[config.mk]
export PLATFORM = sky130hd
export DESIGN_NAME = aha_reset_sequencer
export DESIGN_NICKNAME = d
export VERILOG_FILES = /design/src/rtl/aha_reset_seq_pkg.sv /design/src/rtl/aha_reset_seq_channel.sv /design/src/rtl/aha_reset_sequencer.sv
export SDC_FILE = /design/constraint.sdc
export NUM_CORES = 1
export LEC_CHECK = 0
export ABC_AREA = 0
export CAP_MARGIN = 15
export CELL_PAD_IN_SITES_DETAIL_PLACEMENT = 0
export CELL_PAD_IN_SITES_GLOBAL_PLACEMENT = 2
export CORE_MARGIN = 4
export CORE_UTILIZATION = 34
export CTS_CLUSTER_SIZE = 30
export DETAILED_ROUTE_END_ITERATION = 7
export GPL_ROUTABILITY_DRIVEN = 0
export GPL_TIMING_DRIVEN = 1
export PLACE_DENSITY_LB_ADDON = 0.1
export SYNTH_ARGS = -nofsm -noshare
export SYNTH_HDL_FRONTEND = slang
export SYNTH_HIERARCHICAL = 1
export SYNTH_SLANG_ARGS = --single-unit
[constraint.sdc]
create_clock -name CLK -period 2.25 [get_ports CLK]
set_clock_uncertainty 0.15 [all_clocks]
set_input_delay 0.45 -clock CLK [delete_from_list [all_inputs] [get_ports CLK]]
set_output_delay 0.45 -clock CLK [all_outputs]
set_load 0.05 [all_outputs]
[src/rtl/aha_reset_seq_pkg.sv]
// Shared state type and counter-sizing helpers for the multi-channel reset sequencer.
package aha_reset_seq_pkg;

  typedef enum logic [1:0] {
    HOLD = 2'd0,
    WAIT = 2'd1,
    PEND = 2'd2,
    RUN  = 2'd3
  } ch_state_e;

  function automatic int clog2(input int n);
    int r;
    r = 0;
    while ((1 << r) < n) r++;
    return r;
  endfunction

  // Hold counter counts HOLD_CYCLES-1 down to 0; never narrower than one bit.
  function automatic int hold_w(input int hold_cycles);
    return (clog2(hold_cycles) < 1) ? 1 : clog2(hold_cycles);
  endfunction

  function automatic int gap_w(input int gap_cycles);
    return (clog2(gap_cycles + 1) < 1) ? 1 : clog2(gap_cycles + 1);
  endfunction

endpackage

[src/rtl/aha_reset_seq_channel.sv]
// One reset channel: HOLD/WAIT/PEND/RUN FSM plus its minimum-hold counter.
// qn/ack are registered; pend feeds the arbiter, run is the next-cycle RUN flag.
module aha_reset_seq_channel
  import aha_reset_seq_pkg::*;
#(
  parameter int HOLD_CYCLES = 8
) (
  input  logic clk,
  input  logic rst_n,
  input  logic req,
  input  logic grant,
  output logic pend,
  output logic qn,
  output logic ack,
  output logic run
);

  localparam int                HOLD_W      = hold_w(HOLD_CYCLES);
  localparam logic [HOLD_W-1:0] HOLD_RELOAD = HOLD_W'(HOLD_CYCLES - 1);

  ch_state_e         state_q, state_d;
  logic [HOLD_W-1:0] cnt_q, cnt_d;
  logic              qn_q, qn_d;
  logic              ack_q, ack_d;

  always_comb begin
    state_d = state_q;
    cnt_d   = cnt_q;
    unique case (state_q)
      HOLD: begin
        if (cnt_q == '0) state_d = req ? WAIT : PEND;
        else             cnt_d   = cnt_q - 1'b1;
      end
      WAIT: if (!req) state_d = PEND;
      // The arbiter never grants a channel whose req is high, so req always wins.
      PEND: begin
        if (req)        state_d = WAIT;
        else if (grant) state_d = RUN;
      end
      RUN: begin
        if (req) begin
          state_d = HOLD;
          cnt_d   = HOLD_RELOAD;
        end
      end
      default: state_d = HOLD;
    endcase
    qn_d  = (state_d == RUN);
    ack_d = (state_d == WAIT);
  end

  always_ff @(posedge clk) begin
    if (!rst_n) begin
      state_q <= HOLD;
      cnt_q   <= HOLD_RELOAD;
      qn_q    <= 1'b0;
      ack_q   <= 1'b0;
    end else begin
      state_q <= state_d;
      cnt_q   <= cnt_d;
      qn_q    <= qn_d;
      ack_q   <= ack_d;
    end
  end

  assign pend = (state_q == PEND);
  assign qn   = qn_q;
  assign ack  = ack_q;
  assign run  = (state_d == RUN);

endmodule

[src/rtl/aha_reset_sequencer.sv]
// Multi-channel reset sequencer: per-channel REQ/ACK handshakes with staggered, lowest-first releases.
// Optional: define AHA_RESET_SEQ_REQ_SYNC_EN to pass each REQ bit through a 2-flop synchronizer.
module aha_reset_sequencer
  import aha_reset_seq_pkg::*;
#(
  parameter int NUM_CH      = 4,
  parameter int HOLD_CYCLES = 8,
  parameter int GAP_CYCLES  = 2
) (
  input  logic              CLK,
  input  logic              RESETn,
  input  logic [NUM_CH-1:0] REQ,
  output logic [NUM_CH-1:0] ACK,
  output logic [NUM_CH-1:0] Qn,
  output logic              BUSY
);

  localparam int               GAP_W      = gap_w(GAP_CYCLES);
  localparam logic [GAP_W-1:0] GAP_RELOAD = GAP_W'(GAP_CYCLES);

  logic [NUM_CH-1:0] req_s;
  logic [NUM_CH-1:0] pend;
  logic [NUM_CH-1:0] run_nxt;
  logic [NUM_CH-1:0] grant;
  logic              granted;
  logic [GAP_W-1:0]  gap_q, gap_d;
  logic              busy_q, busy_d;

`ifdef AHA_RESET_SEQ_REQ_SYNC_EN
  logic [NUM_CH-1:0] req_meta_q, req_meta_d;
  logic [NUM_CH-1:0] req_sync_q, req_sync_d;

  always_comb begin
    req_meta_d = REQ;
    req_sync_d = req_meta_q;
  end

  always_ff @(posedge CLK) begin
    if (!RESETn) begin
      req_meta_q <= '0;
      req_sync_q <= '0;
    end else begin
      req_meta_q <= req_meta_d;
      req_sync_q <= req_sync_d;
    end
  end

  assign req_s = req_sync_q;
`else
  assign req_s = REQ;
`endif

  // Single grant per cycle to the lowest pending channel whose request is low.
  always_comb begin
    grant   = '0;
    granted = 1'b0;
    if (gap_q == '0) begin
      for (int i = 0; i < NUM_CH; i++) begin
        if (!granted && pend[i] && !req_s[i]) begin
          grant[i] = 1'b1;
          granted  = 1'b1;
        end
      end
    end
    gap_d = gap_q;
    if (granted)           gap_d = GAP_RELOAD;
    else if (gap_q != '0)  gap_d = gap_q - 1'b1;
    busy_d = ~&run_nxt;
  end

  always_ff @(posedge CLK) begin
    if (!RESETn) begin
      gap_q  <= '0;
      busy_q <= 1'b1;
    end else begin
      gap_q  <= gap_d;
      busy_q <= busy_d;
    end
  end

  assign BUSY = busy_q;

  for (genvar i = 0; i < NUM_CH; i++) begin : g_ch
    aha_reset_seq_channel #(
      .HOLD_CYCLES(HOLD_CYCLES)
    ) u_ch (
      .clk  (CLK),
      .rst_n(RESETn),
      .req  (req_s[i]),
      .grant(grant[i]),
      .pend (pend[i]),
      .qn   (Qn[i]),
      .ack  (ACK[i]),
      .run  (run_nxt[i])
    );
  end

endmodule
# Word level (Yosys, flattened, before mapping)
# Index checks and enable logic that the tools add are counted.
totals:
  regBits: 31
  input_bits: 6
  out_inout_bits: 9
  wordCells: 143
classes:
  add_sub_neg: 5
  n_eq_ne: 28
  mux: 54
  bitwise: 1
  n_reduce_logical: 36
ops:
  columns: ["operator", "n"]
  rows:
  - ["$mux 2", 26]
  - ["$pmux 2 s4", 4]
  - ["$eq 2x2->1 const B", 12]
  - ["$mux 3", 8]
  - ["$pmux 3 s2", 4]
  - ["$eq 2x1->1 const B", 8]
  - ["$ne 2x2->1 const B", 8]
  - ["$logic_not 3->1", 4]
  - ["$reduce_and 3->1", 4]
  - ["$reduce_bool 2->1", 6]
  - ["$sub 3x1->3 const B", 4]
  - ["$mux 1", 11]
  - ["$logic_not 2->1", 5]
  - ["$logic_not 1->1", 8]
  - ["$logic_and 1x1->1", 7]
  - ["$mux 4", 1]
  - ["$reduce_and 4->1", 1]
  - ["$reduce_or 2->1", 1]
  - ["$sub 2x1->2 const B", 1]
  - ["$not 1->1", 1]

# Longest topological paths before layout
# Gate-level depths: netlist of run 1.
logic_depth:
  depth_word: 25
  ltp_mapped: 8
  mapped_depth_nobuf: 8

# By module
# Netlist of run 1, hierarchy kept.
modules_own_cells:
  columns: ["mod", "instances", "cells_each", "area_per_inst_um2", "seq_area_each_um2"]
  rows:
  - ["aha_reset_seq_channel", 4, 35, 319.1, 140.1]
  - ["aha_reset_sequencer", 1, 20, 200.2, 60.1]

# Worst setup path after synthesis of run 1
# Ideal clock, no wire load.
synth_path:
  path_type: "flip-flop to flip-flop"
  start: "reg g_ch[1].u_ch.state_q[0]"
  end: "reg busy_q (netlist: BUSY)"
  setup_time_ns: 0.123
  arrival_time_ns: 1.406
  required_ns: 1.977
  path_slack_ns: 0.571
  stages_incl_launch_ff: 9
  n_path_buf: 0
  synth_period_minus_slack_ns: 1.679
  cell_sequence: "dfxtp_1 and2b_2 nand2b_2 nand3_2 nor4b_4 o21ai_0 nor2_1 and3_1 nand3_1"
synth_via:
  elab_chain_cells: 21
  word_cells_on_any_way: 37
  cone_classes: "eq/ne: 6; mux: 20; reduce/logical: 11"
synth_rtl:
  columns: ["element", "line_no", "source"]
  rows:
  - ["from (decl)", "aha_reset_seq_channel.sv:21", "ch_state_e state_q, state_d;"]
  - ["from (signal assigned)", "aha_reset_seq_channel.sv:59", "state_q <= state_d;"]
  - ["$eq 2x2->1 (*)", "aha_reset_seq_channel.sv:66", "assign pend = (state_q == PEND);"]
  - ["named net pend[1]", "aha_reset_sequencer.sv:22", "logic [NUM_CH-1:0] pend;"]
  - ["$logic_and 1x1->1 (*) (2 in a row)", "aha_reset_sequencer.sv:59", "if (!granted && pend[i] && !req_s[i]) begin"]
  - ["$mux 1 (*)", "aha_reset_sequencer.sv:59", null]
  - ["$mux 1 (*)", "aha_reset_sequencer.sv:57", "if (gap_q == '0) begin"]
  - ["$logic_not 1->1", "aha_reset_sequencer.sv:59", null]
  - ["$logic_and 1x1->1 (2 in a row)", "aha_reset_sequencer.sv:59", null]
  - ["$mux 1 (*)", "aha_reset_sequencer.sv:59", null]
  - ["(+6 left out)", null, null]
  - ["named net grant[3]", "aha_reset_sequencer.sv:24", "logic [NUM_CH-1:0] grant;"]
  - ["$mux 2 (*)", "aha_reset_seq_channel.sv:38", "else if (grant) state_d = RUN;"]
  - ["$mux 2 (*)", "aha_reset_seq_channel.sv:37", "if (req) state_d = WAIT;"]
  - ["$pmux 2 s4 (*)", "aha_reset_seq_channel.sv:29", "unique case (state_q)"]
  - ["$eq 2x2->1 (*)", "aha_reset_seq_channel.sv:69", "assign run = (state_d == RUN);"]
  - ["named net run_nxt[3]", "aha_reset_sequencer.sv:23", "logic [NUM_CH-1:0] run_nxt;"]
  - ["$reduce_and 4->1 (*)", "aha_reset_sequencer.sv:68", "busy_d = ~&run_nxt;"]
  - ["$logic_not 1->1 (*)", "aha_reset_sequencer.sv:68", null]
  - ["to (signal assigned)", "aha_reset_sequencer.sv:77", "busy_q <= busy_d;"]
  - ["to (decl)", "aha_reset_sequencer.sv:27", "logic busy_q, busy_d;"]
# Mark *: on every way through the listed nets, which the timed path passes. The rest lies on a longest branch. The select of a mux whose other input is x is not followed.
# A chain may end at the register's enable or synchronous reset.

# Final worst setup path of run 1
layout_path:
  start: "reg g_ch[3].u_ch.qn_q"
  end: "out Qn[3]"
layout_lines:
  columns: ["element", "line_no", "source"]
  rows:
  - ["from (decl)", "aha_reset_seq_channel.sv:23", "logic qn_q, qn_d;"]
  - ["from (signal assigned)", "aha_reset_seq_channel.sv:61", "qn_q <= qn_d;"]
  - ["to (decl)", "aha_reset_sequencer.sv:14", "output logic [NUM_CH-1:0] Qn,"]
# No word-level cell between the ends.

==> run summary, run 1 <==
Starting Density - 36.1%
Die ar. - 5460 um^2
Yosys Warn Count - 6
Buf+Inv Stages, Crit Path - 1
Max Slew Vio Count - 0
Final Instance Count excl. Fillers - 236
Number of global-route vias before repair - 1056
Slew @ Worst Pin - 0.511 ns
CTS Root Buffer Type - clkbuf_8
Antenna Nets Post-Route - 0
Critical path's top delay family - buffers and inverters
DP HPWL - 2000 um
Worst setup EP type - output pin
Post-Synth Adder-Cell Area - 6.78%
Die Width - 73.9 um
Main combinational cell family by area after synthesis - simple AND/OR/NAND/NOR gates
Worst setup SP type - register
Seq/Total Area, Yosys - 42.0%
Maxcap violations - 0
Final core utilization - 44.3%
Vias after detailed routing - 1172
Max incr delay on CP - 0.80 ns
Fmax - 500 MHz
Io pins - 15
Worst path slowest cell - clkdlybuf4s50_1
Worst endpoint required time - 1.65 ns
Ant diodes - 0
Inserted Clock Buffers - 5
Worst ir drop on vdd - 0.344 mV
Xor and xnor area share after synthesis - 0%
H-tree depth - 2
Compound-Gate Fraction of Synth Area - 18.1%
Mux contribution to synthesized area - 0%
CTS tree - done
Layout cell share with drive strength beyond 1 - 21.0%
Status - complete, no violations
Resized cells post-CTS - 0
Crit path max fanout - 1
Crit path cell chain - clkdlybuf4s50_1
Port buffer count - 14
Tmin final - 2.00 ns
Fillers - 417
CTS Sinks - 31
Hold Crit Class - reg -> reg
Post-CTS setup buffer count - 0
Pre-Repair DR Iteration Count - 2
Final number of hold-violating endpoints - 0
Hold_buf cts - 0
Total GRT Usage - 11.1%
FF-to-FF Start - g_ch[1].u_ch/state_q[0]
Leakage power - 0.825 nW
Period utilization - 88.8%
Initial drt markers - 23
Deepest clock path buffer count - 2
Synthesized area per cell - 9.23 um^2
Top_reg_cell synth - dfxtp_1
Initial antenna violation count - 0
CP Data Arrival Time - 1.40 ns
Vias per cell - 4.97
Routed wire length - 2740 um
CP startpoint - g_ch[3].u_ch/qn
Total grt overflow - 0
DR WL/cell - 11.6 um
Mapped Cells - 160
Synthesized area - 1480 um^2
Largest net degree at the start of global routing - 25
Simple-gate share of the synthesized area - 29.7%
Post-synth EDFFs - 0
Hold_sp - g_ch[2].u_ch/cnt_q[1]
Max_slew headroom - 65.9%
First-pass GRT wire length - 4620 um
Placed insts - 228
Placement Rows - 23
DR DRC count - 0
Clk slew on worst S/H paths - 0.06 ns
Final setup fails - 0
Clock Latency Late Sink - 0.28 ns
Layout Nets - 199
#FFs+latches synth - 31
Core Region - 4090 um^2
Die Ht - 73.9 um
Distinct cells, synth - 29
Async set-reset flop share out of synthesis - 0%
Syn_nets - 174
Power per Cell Area - 641 nW/um^2
Setup TNS - 0 ns
Setup CP Type - reg -> out
Area growth, synth to finish - 22.5%
RSZ-0062 raised after global routing - false
-- cell usage after synthesis, types with 5 or more instances --
cell type  number  area share [%]
nand2b_1        5             2.1
and3_2          9             4.6
a211oi_1        8             4.1
inv_1          13             3.3
nand2_1         5             1.3
nand3_1         9             3.1
dfxtp_1        31              42
nor2_1         14             3.6
a31oi_1         8             3.4
ha_1            8             6.8
nor2b_1         8             3.4
-- cell type report --
cell class | count | area [um^2] | share of cell area, %
tap | 50 | 62.6 | 3.46
multi-input combinational | 116 | 807 | 44.6
timing repair buffer | 18 | 170 | 9.41
inverter | 13 | 48.8 | 2.70
clock buffer | 8 | 100 | 5.53
sequential | 31 | 621 | 34.3
-- metal layers --
layer | GRT usage [%] | up-vias | wire length, um
li1 | - | 621 | -
met1 | 14.4 | 529 | 1450
met2 | 15.9 | 17 | 1110
met3 | 5.34 | 5 | 136
met4 | 4.23 | 0 | 48
met5 | 0 | - | 0
-- worst register-to-register path: cells and delay by family (launching register included) --
family,cells,cell delay [ns]
AO/OA/AOI/OAI,1,0.13
flip-flops,1,0.44
AND/OR/NAND/NOR,7,1.04
-- per-stage QoR --
stage                     power (W)  hold WS (ns)  setup WS, ns  instance area (um^2)
after floorplan            0.000655         0.322         0.571                  1480
after global placement     0.000691         0.344         0.111                  1710
after detailed placement   0.000694         0.351        0.0702                  1710
after CTS                   0.00119         0.362         0.230                  1810
after global routing        0.00122         0.396         0.184                  1810
final                       0.00116         0.356         0.251                  1810
-- registers in the layout (all words and copies together), names as in the netlist --
name and flops:
BUSY 1, g_ch.u_ch/ack 4, g_ch.u_ch/cnt_q 12, g_ch.u_ch/qn 4, g_ch.u_ch/state_q 8, gap_q 2
-- path summary, 6_finish.rpt --
check	endpoint	slack, ns	cells after the start
setup / recovery	Qn[3]	0.25	1
hold / removal	g_ch[2].u_ch/cnt_q[1]	0.36	2
setup reg to reg	BUSY	0.38	8
hold reg to reg	g_ch[2].u_ch/cnt_q[1]	0.36	2
-- cell families (layout without fill, tap and decap cells) --
logic type	count (synthesis)	in the layout
adder cells (fa/ha/maj)	8	8
AO/OA/AOI/OAI	38	38
buffers and inverters	13	39
flip-flops	31	31
AND/OR/NAND/NOR	70	70
-- where the power goes --
group | switching (W) | internal [W]
logic | 0.0000549 | 0.0000478
registers | 0.00000823 | 0.000570
clock network | 0.000200 | 0.000279
-- placed cells by master (no fill, tap or decap), drive strengths merged --
cell type	n
dfxtp	31
nor2	15
clkdlybuf4s50	14
inv	13
nand3	10
and3	10
nor2b	8
a31oi	8
a211oi	8
ha	8
clkbuf	8
o21ai	8
nand2b	7
nand2	5
and2b	4
o31ai	4
and2	4
a21o	4
a21oi	4
nor4	4
buf	4
nor3	1
nor4b	1
and3b	1
o2111ai	1
a31o	1
(Power assumes the default switching activity.)
==> run 2: changes to the inputs <==
--- a/config.mk
+++ b/config.mk
@@ -16,6 +16,7 @@
 export GPL_ROUTABILITY_DRIVEN = 0
 export GPL_TIMING_DRIVEN = 1
 export PLACE_DENSITY_LB_ADDON = 0.1
+export REMOVE_ABC_BUFFERS = 1
 export SYNTH_ARGS = -nofsm -noshare
 export SYNTH_HDL_FRONTEND = slang
 export SYNTH_HIERARCHICAL = 1
==> results of run 2 <==
The final DEF is identical to that of run 1; final timing and power are the same.
